`src/rtl/seq_restoring_divider_pkg.sv`:
```
// Shared definitions for the sequential restoring divider.
// FSM encodings and default widths, also used by multiplier-check benches.
package seq_restoring_divider_pkg;

    localparam int DEF_N = 6;
    localparam int DEF_D = 3;

    typedef enum logic [1:0] {
        IDLE = 2'd0,
        BUSY = 2'd1,
        DONE = 2'd2
    } div_state_e;

endpackage

```
`src/rtl/seq_restoring_divider_full_subtractor.sv`:
```
// One-bit full subtractor cell in gate-primitive form.
// Computes a - b - bin with borrow out.
module full_subtractor (
    input  logic a,
    input  logic b,
    input  logic bin,
    output logic diff,
    output logic bout
);

    wire axb;
    wire na;
    wire naxb;
    wire t1;
    wire t2;

    xor g_axb  (axb, a, b);
    xor g_diff (diff, axb, bin);
    not g_na   (na, a);
    and g_t1   (t1, na, b);
    not g_naxb (naxb, axb);
    and g_t2   (t2, naxb, bin);
    or  g_bout (bout, t1, t2);

endmodule

```
`src/rtl/seq_restoring_divider.sv`:
```
// Sequential restoring divider: one quotient bit per clock.
// Start/done handshake; divide-by-zero short-circuits to DONE.
module seq_restoring_divider
    import seq_restoring_divider_pkg::*;
#(
    parameter int N = DEF_N,
    parameter int D = DEF_D,
    localparam int CW = $clog2(N + 1)
) (
    input  logic         clk,
    input  logic         rst,
    input  logic         start,
    input  logic [N-1:0] dividend,
    input  logic [D-1:0] divisor,
    output logic         ready,
    output logic         done,
    output logic [N-1:0] quotient,
    output logic [D-1:0] remainder,
    output logic         dbz
);

    div_state_e    state_q;
    logic [CW-1:0] cnt_q;
    logic [N-1:0]  q_q;
    logic [D-1:0]  v_q;
    logic [D:0]    r_q;
    logic [N-1:0]  quotient_q;
    logic [D-1:0]  remainder_q;
    logic          dbz_q;
    logic          done_q;
    logic          ready_q;

    logic [D:0]    r_shift;
    logic [D:0]    sub_b;
    logic [D:0]    diff;
    logic [D+1:0]  bc;
    logic          borrow;
    logic [D:0]    r_d;
    logic [N-1:0]  q_d;
    logic          r_msb_unused;

    // R[D] is always zero between iterations, so only the low bits shift up
    assign r_msb_unused = r_q[D];
    assign r_shift      = {r_q[D-1:0], q_q[N-1]};
    assign sub_b        = {1'b0, v_q};
    assign bc[0]        = 1'b0;

    genvar i;
    generate
        for (i = 0; i <= D; i++) begin : g_sub
            full_subtractor u_fs (
                .a    (r_shift[i]),
                .b    (sub_b[i]),
                .bin  (bc[i]),
                .diff (diff[i]),
                .bout (bc[i+1])
            );
        end
    endgenerate

    // Restore on borrow; quotient bit is the inverted borrow
    assign borrow = bc[D+1];
    assign r_d    = borrow ? r_shift : diff;
    assign q_d    = {q_q[N-2:0], ~borrow};

    // Control FSM with registered handshake and result outputs
    always_ff @(posedge clk or posedge rst) begin
        if (rst) begin
            state_q     <= IDLE;
            cnt_q       <= '0;
            q_q         <= '0;
            v_q         <= '0;
            r_q         <= '0;
            quotient_q  <= '0;
            remainder_q <= '0;
            dbz_q       <= 1'b0;
            done_q      <= 1'b0;
            ready_q     <= 1'b1;
        end else begin
            unique case (state_q)
                IDLE: begin
                    done_q <= 1'b0;
                    if (start) begin
                        ready_q <= 1'b0;
                        if (divisor != '0) begin
                            q_q     <= dividend;
                            v_q     <= divisor;
                            r_q     <= '0;
                            cnt_q   <= '0;
                            dbz_q   <= 1'b0;
                            state_q <= BUSY;
                        end else begin
                            quotient_q  <= '1;
                            remainder_q <= '0;
                            dbz_q       <= 1'b1;
                            done_q      <= 1'b1;
                            state_q     <= DONE;
                        end
                    end
                end
                BUSY: begin
                    q_q   <= q_d;
                    r_q   <= r_d;
                    cnt_q <= cnt_q + CW'(1);
                    if (cnt_q == CW'(N - 1)) begin
                        quotient_q  <= q_d;
                        remainder_q <= r_d[D-1:0];
                        done_q      <= 1'b1;
                        state_q     <= DONE;
                    end
                end
                DONE: begin
                    done_q  <= 1'b0;
                    ready_q <= 1'b1;
                    state_q <= IDLE;
                end
                default: begin
                    done_q  <= 1'b0;
                    ready_q <= 1'b1;
                    state_q <= IDLE;
                end
            endcase
        end
    end

    assign ready     = ready_q;
    assign done      = done_q;
    assign quotient  = quotient_q;
    assign remainder = remainder_q;
    assign dbz       = dbz_q;

endmodule

```
`config.mk`:
```
export PLATFORM = sky130hd
export DESIGN_NAME = seq_restoring_divider
export DESIGN_NICKNAME = d
export VERILOG_FILES = /design/src/rtl/seq_restoring_divider_pkg.sv /design/src/rtl/seq_restoring_divider_full_subtractor.sv /design/src/rtl/seq_restoring_divider.sv
export SDC_FILE = /design/constraint.sdc
export NUM_CORES = 1
export LEC_CHECK = 0
export BUFFER_PORTS_ARGS = -buffer_cell sky130_fd_sc_hd__buf_2
export CORE_ASPECT_RATIO = 0.9
export CORE_MARGIN = 2
export CORE_UTILIZATION = 46
export DETAILED_ROUTE_END_ITERATION = 12
export GPL_ROUTABILITY_DRIVEN = 0
export GPL_TIMING_DRIVEN = 1
export PLACE_DENSITY = 0.69
export REMOVE_ABC_BUFFERS = 1
export SLEW_MARGIN = 15
export SYNTH_ARGS = -nofsm -noshare
export SYNTH_HDL_FRONTEND = slang
export SYNTH_HIERARCHICAL = 1
export SYNTH_SLANG_ARGS = --single-unit
```
`constraint.sdc`:
```
create_clock -name clk -period 8.6 [get_ports clk]
set_clock_uncertainty 0.1 [all_clocks]
set_input_delay 0.43 -clock clk [delete_from_list [all_inputs] [get_ports clk]]
set_output_delay 0.43 -clock clk [all_outputs]
set_load 0.05 [all_outputs]
```
Word-level counts from Yosys, hierarchy flattened

Cells that the tools add are included.

Multiplexer cells: 28
Shift operators: 0
Order comparisons: 0
$mul: 0
Reduce and logical (&&, ||, !) cells: 9
Div/mod/pow operators: 0
Eq/ne operators: 6
$add $sub $neg: 1
Bitwise operators: 21

Operator list:

| kind                                                                   | count |
|---|---|
| 6-bit 2-to-1 mux                                                       | 5 |
| 3-bit 2-to-1 mux                                                       | 8 |
| 6-bit case mux with 2 select lines                                     | 2 |
| 3-bit case mux with 2 select lines                                     | 3 |
| 2-bit inequality test (second input constant)                          | 4 |
| 1-bit inverter                                                         | 8 |
| 1-bit AND                                                              | 6 |
| 2-bit 2-to-1 mux                                                       | 3 |
| 2-bit AND reduction                                                    | 3 |
| 3-bit AND reduction                                                    | 2 |
| 1-bit bitwise XOR                                                      | 5 |
| 1-bit 2-to-1 mux                                                       | 4 |
| 1-bit case mux with 2 select lines                                     | 2 |
| 2-bit case mux with 2 select lines                                     | 1 |
| 4-bit AND reduction                                                    | 1 |
| 3-bit by 1-bit adder with 3-bit output (second input constant)         | 1 |
| 3-bit equality test (second input constant)                            | 1 |
| 3-bit nonzero test                                                     | 1 |
| 2-bit by 1-bit equality test with 1-bit output (second input constant) | 1 |
| 2-bit zero test                                                        | 1 |
| 1-bit bitwise OR                                                       | 2 |
| 2-bit nonzero test                                                     | 1 |

Bits of input ports: 12
Memory bits (read-only): 0
Memories: 0
Memory bits (writable): 0
Register bits: 29
Latch bits: 0

Longest topological paths before layout

Depth after elaboration: 10
Depth in mapped cells: 15

Cells and area by module

Netlist, hierarchy kept.

By module, submodules not included:

| module                | cells an instance | area each (um^2) | instances |
|---|---|---|---|
| seq_restoring_divider | 116               | 1357.6           | 1 |
| full_subtractor       | 4                 | 31.3             | 4 |

Least setup slack after synthesis

Ideal clock, no wire load.

Path type: reg2reg
Start: reg q_q[5]
End: reg q_q[0]
Stages on the path, launching flop included: 15
Data arrival time: 2.699 ns
Setup time: 0.125 ns
Setup slack: 5.676 ns
Data required time: 8.375 ns
Cells stage by stage: dfrtp_1 -> fa_1 -> inv_1 -> inv_1 -> fa_1 -> inv_1 -> inv_1 -> fa_1 -> inv_1 -> inv_1 -> fa_1 -> inv_1 -> buf_1 -> mux2i_1 -> mux2_4

Cells in the longest elaborated chain, start to end: 9

Ends and longest elaborated chain:

| item                               | RTL line                                    | source |
|---|---|---|
| start, declared                    | seq_restoring_divider.sv:24                 | `logic [N-1:0] q_q;` |
| start signal, assigned             | seq_restoring_divider.sv:86                 | `q_q <= dividend;` |
| start signal, assigned             | seq_restoring_divider.sv:102                | `q_q <= q_d;` |
| 1-bit inverter                     | seq_restoring_divider_full_subtractor.sv:19 | `not g_na (na, a);` |
| 1-bit AND                          | seq_restoring_divider_full_subtractor.sv:20 | `and g_t1 (t1, na, b);` |
| via bc[1]                          | seq_restoring_divider.sv:36                 | `logic [D+1:0] bc;` |
| 1-bit AND                          | seq_restoring_divider_full_subtractor.sv:22 | `and g_t2 (t2, naxb, bin);` |
| 1-bit bitwise OR                   | seq_restoring_divider_full_subtractor.sv:23 | `or g_bout (bout, t1, t2);` |
| via bc[2]                          | seq_restoring_divider.sv:36                 |  |
| 1-bit AND                          | seq_restoring_divider_full_subtractor.sv:22 |  |
| 1-bit bitwise OR                   | seq_restoring_divider_full_subtractor.sv:23 |  |
| via bc[3]                          | seq_restoring_divider.sv:36                 |  |
| 1-bit AND                          | seq_restoring_divider_full_subtractor.sv:22 |  |
| via bc[4]                          | seq_restoring_divider.sv:36                 |  |
| 1-bit inverter                     | seq_restoring_divider.sv:64                 | `assign q_d = {q_q[N-2:0], ~borrow};` |
| 6-bit case mux with 2 select lines | seq_restoring_divider.sv:80                 | `unique case (state_q)` |

The timed path passes the listed nets, and every way through them passes these cells.
A chain may end at the register's enable or synchronous reset.

Worst setup path in the final report

Start: reg q_q[5]
End: reg r_q[0]

Cells in the longest elaborated chain, start to end: 9
Elaborated cells on any way between the ends: 10

Ends and longest elaborated chain:

| item                               | RTL line                                    | source |
|---|---|---|
| 1-bit inverter                     | seq_restoring_divider_full_subtractor.sv:19 |  |
| 1-bit AND                          | seq_restoring_divider_full_subtractor.sv:20 |  |
| via bc[1]                          | seq_restoring_divider.sv:36                 |  |
| 1-bit AND                          | seq_restoring_divider_full_subtractor.sv:22 |  |
| 1-bit bitwise OR                   | seq_restoring_divider_full_subtractor.sv:23 |  |
| via bc[2]                          | seq_restoring_divider.sv:36                 |  |
| 1-bit AND                          | seq_restoring_divider_full_subtractor.sv:22 |  |
| 1-bit bitwise OR                   | seq_restoring_divider_full_subtractor.sv:23 |  |
| via bc[3]                          | seq_restoring_divider.sv:36                 |  |
| 1-bit AND                          | seq_restoring_divider_full_subtractor.sv:22 |  |
| via bc[4]                          | seq_restoring_divider.sv:36                 |  |
| 3-bit 2-to-1 mux                   | seq_restoring_divider.sv:63                 | `assign r_d = borrow ? r_shift : diff;` |
| 3-bit case mux with 2 select lines | seq_restoring_divider.sv:80                 |  |
| end signal, assigned               | seq_restoring_divider.sv:103                | `r_q <= r_d;` |
| end, declared                      | seq_restoring_divider.sv:26                 | `logic [D:0] r_q;` |

The timed path passes the listed nets, and every way through them passes these cells.

==> impl_metrics.ini <==
[die]
core_um2 = 3070
dieWidth_um = 63.8
die_area_um2 = 3690
initial_core_util_pct = 48.3
die_h_um = 57.9
row_count = 19
num_io_pins = 24

[finish]
final_cells = 200
syn2layout_area_growth_pct = 12.4
drive_above_1_share_pct = 30.4
final_util_pct = 54.3
nets = 175
diodes = 0

[clocking]
clk_latency_ns = 0.32
htreeDepth = 2
cts_tree = built
root_buffer = clkbuf_4
cts_buffers = 5
cts_resized = 0
clock-sinks = 29
clkSlewWorstSetupHoldPaths_ns = 0.09
cts_setup_buffers = 0
cts.path.max_buffers = 2
hold_buffers = 0

[timing]
timing.final.crit_share_pct = 35.8
finalSetupViolations = 0
finalSetupTns_ns = 0
slew_violations = 0
worst_slack_ns = 5.52
slew_headroom_pct = 29.1
hold_viol = 0
max_freq_mhz = 325
fin_crit_ns = 3.08
grt_setup_unrepaired = no
tightest_slew_ns = 1.06

[routing]
drt_wl_total_um = 2630
drt_iter0_markers = 79
antenna_left = 0
drc = 0
num_vias = 986
drt_first_pass_iters = 4
wl_per_cell_um = 13.1
via_per_inst = 4.93

[worst_setup_path]
critPathArrivalTime_ns = 3.14
crit_slowest_cell = fa_1
cp-endpoint = r_q[0]
r2r_cells = 13
cp.required_ns = 8.67
crit_top_cell = inv_1
max_stage_delay_ns = 0.43
reg2reg_to = r_q[0]
cp-end-kind = flop
critPathLaunch = q_q[5]
r2r_setup_slack_ns = 5.52
r2r_start = q_q[5]
worstPathMaxFanout = 5
cp-start-kind = flop
path_class = reg2reg
crit_path_cell_trace = fa_1, inv_1, inv_1, fa_1, inv_1, inv_1, fa_1, inv_1, inv_1, fa_1, inv_1, mux2i_1, o22ai_1

[logic_synthesis]
yosys_warnings = 6
synth.largest_area_cell = dfrtp_1
ys_ff_latch = 29
synth_area_leaders = dfrtp_1, mux2_4, fa_1, inv_1, mux2_2
synthArstFlopShare_pct = 100
avgSynthCellArea_um2 = 11.2
netlist_instances = 132
synth_edf_count = 0
synth_ff_type = dfrtp_1
syn-cell-area_um2 = 1480
seq_area_frac_synth_pct = 49.0
synth_top_area_share_pct = 47.3
netlist-cell-type-count = 32

[power]
vdd_drop_max_mv = 0.172
finalPower_mw = 0.681
power.leakage_nw = 0.828
p_per_area_nw_per_um2 = 408

[global_routing]
grt_max_degree = 30
grt_pass1_vias = 1044
grt_pass1_wl_um = 4730
globalRouteOverflowTotal = 0
antenna_found_initial = 0
grt_util_all_layers_pct = 17.1

[placed_design]
portBuffers = 23
placed_cells = 192
dp_hpwl_um = 1890
post-place-ws_ns = 5.55

[run_status]
status = complete, no violations

[worst_hold_path]
hp-class = in2async

[run]
drv_cap = 0
[flip-flops by register name (all words and copies together), names as in the netlist]
| register | cells |
|---|---|
| quotient | 6 |
| dbz | 1 |
| remainder | 3 |
| cnt_q | 3 |
| state_q | 2 |
| v_q | 3 |
| done | 1 |
| r_q | 3 |
| ready | 1 |
| q_q | 6 |
[layout make-up]
cell class                 count  area (um^2)
fill                         272         1400
sequential                    29          727
multi-input combinational     77          634
timing repair buffer          23          115
inverter                      21         78.8
clock buffer                   8         58.8
tap                           42         52.6
[worst min path at each step]
| stage | startpoint | endpoint | slack (ns) | cells past startpoint |
|---|---|---|---|---|
| 3_5_place_dp | ready | ready | 0.38 | 2 |
| 5_1_grt | rst | cnt_q[0] | 0.11 | 2 |
| 4_1_cts | rst | cnt_q[1] | 0.29 | 2 |
| 3_3_place_gp | ready | ready | 0.37 | 2 |
| 2_1_floorplan | v_q[0] | v_q[0] | 0.37 | 1 |
| 6_report | rst | cnt_q[0] | 0.06 | 2 |
[synth_stat cells, types with 2 or more instances]
library cell and number:
nand2_1 6, nor2_1 13, a21oi_1 7, and2_1 2
fa_1 4, inv_1 21, mux2_4 6, dfrtp_1 28
ha_1 2, o21ai_0 3, mux2_2 7, o22ai_1 7
mux2i_1 5, buf_6 3
[cells by family after synthesis]
family,synth area share (%)
other,0.253
flip-flops,49.0
multiplexers,14.8
AND/OR/NAND/NOR,11.6
AO/OA/AOI/OAI,8.86
buffers and inverters,8.44
adder cells (fa/ha/maj),7.09
[worst max-delay path: cells and delay by family, from the launching register on]
kind | cells | cell delay [ns]
buf+inv | 7 | 0.48
compound gates | 1 | 0.13
mux | 1 | 0.30
flops | 1 | 0.42
fa+ha+maj | 4 | 1.49
[layout by cell type, fill, tap and decap left out]
cell      count
o21a_1        1
dfrtp_1      28
nor2_1       13
dfstp_2       1
ha_1          2
buf_2        23
and4b_1       1
a22o_1        1
clkbuf_1      2
inv_1        20
a21oi_1       7
mux2i_1       5
nor3_1        1
conb_1        2
nor3_2        1
a31oi_1       1
nor4_4        1
inv_2         1
o22ai_1       7
o21ai_0       3
nand2b_1      1
fa_1          4
mux2_2        7
nor3b_2       1
clkbuf_8      1
a22oi_1       1
clkbuf_4      5
nand4b_1      1
nand2_1       6
a211oi_1      1
nand2b_4      1
mux2_4        6
and2_1        2
[layer usage]
layer,GRT usage [%],wire [um]
met2,26.2,1260
met4,7.45,50
met3,5.44,125
met5,0,0
met1,22.4,1190
[report_power, final]
| group | switching (mW) | total, mW | internal (mW) |
|---|---|---|---|
| Combinational | 0.205 | 0.345 | 0.140 |
| Clock | 0.0446 | 0.0849 | 0.0403 |
| Sequential | 0.0504 | 0.250 | 0.200 |
[stage by stage]
stage                     hold slack (ns)  area [um^2]
after global placement              0.372         1610
final                              0.0585         1670
after floorplan                     0.366         1440
after CTS                           0.286         1670
after detailed placement            0.378         1610
after global routing                0.112         1670
Power figures use the tool's default switching activity.
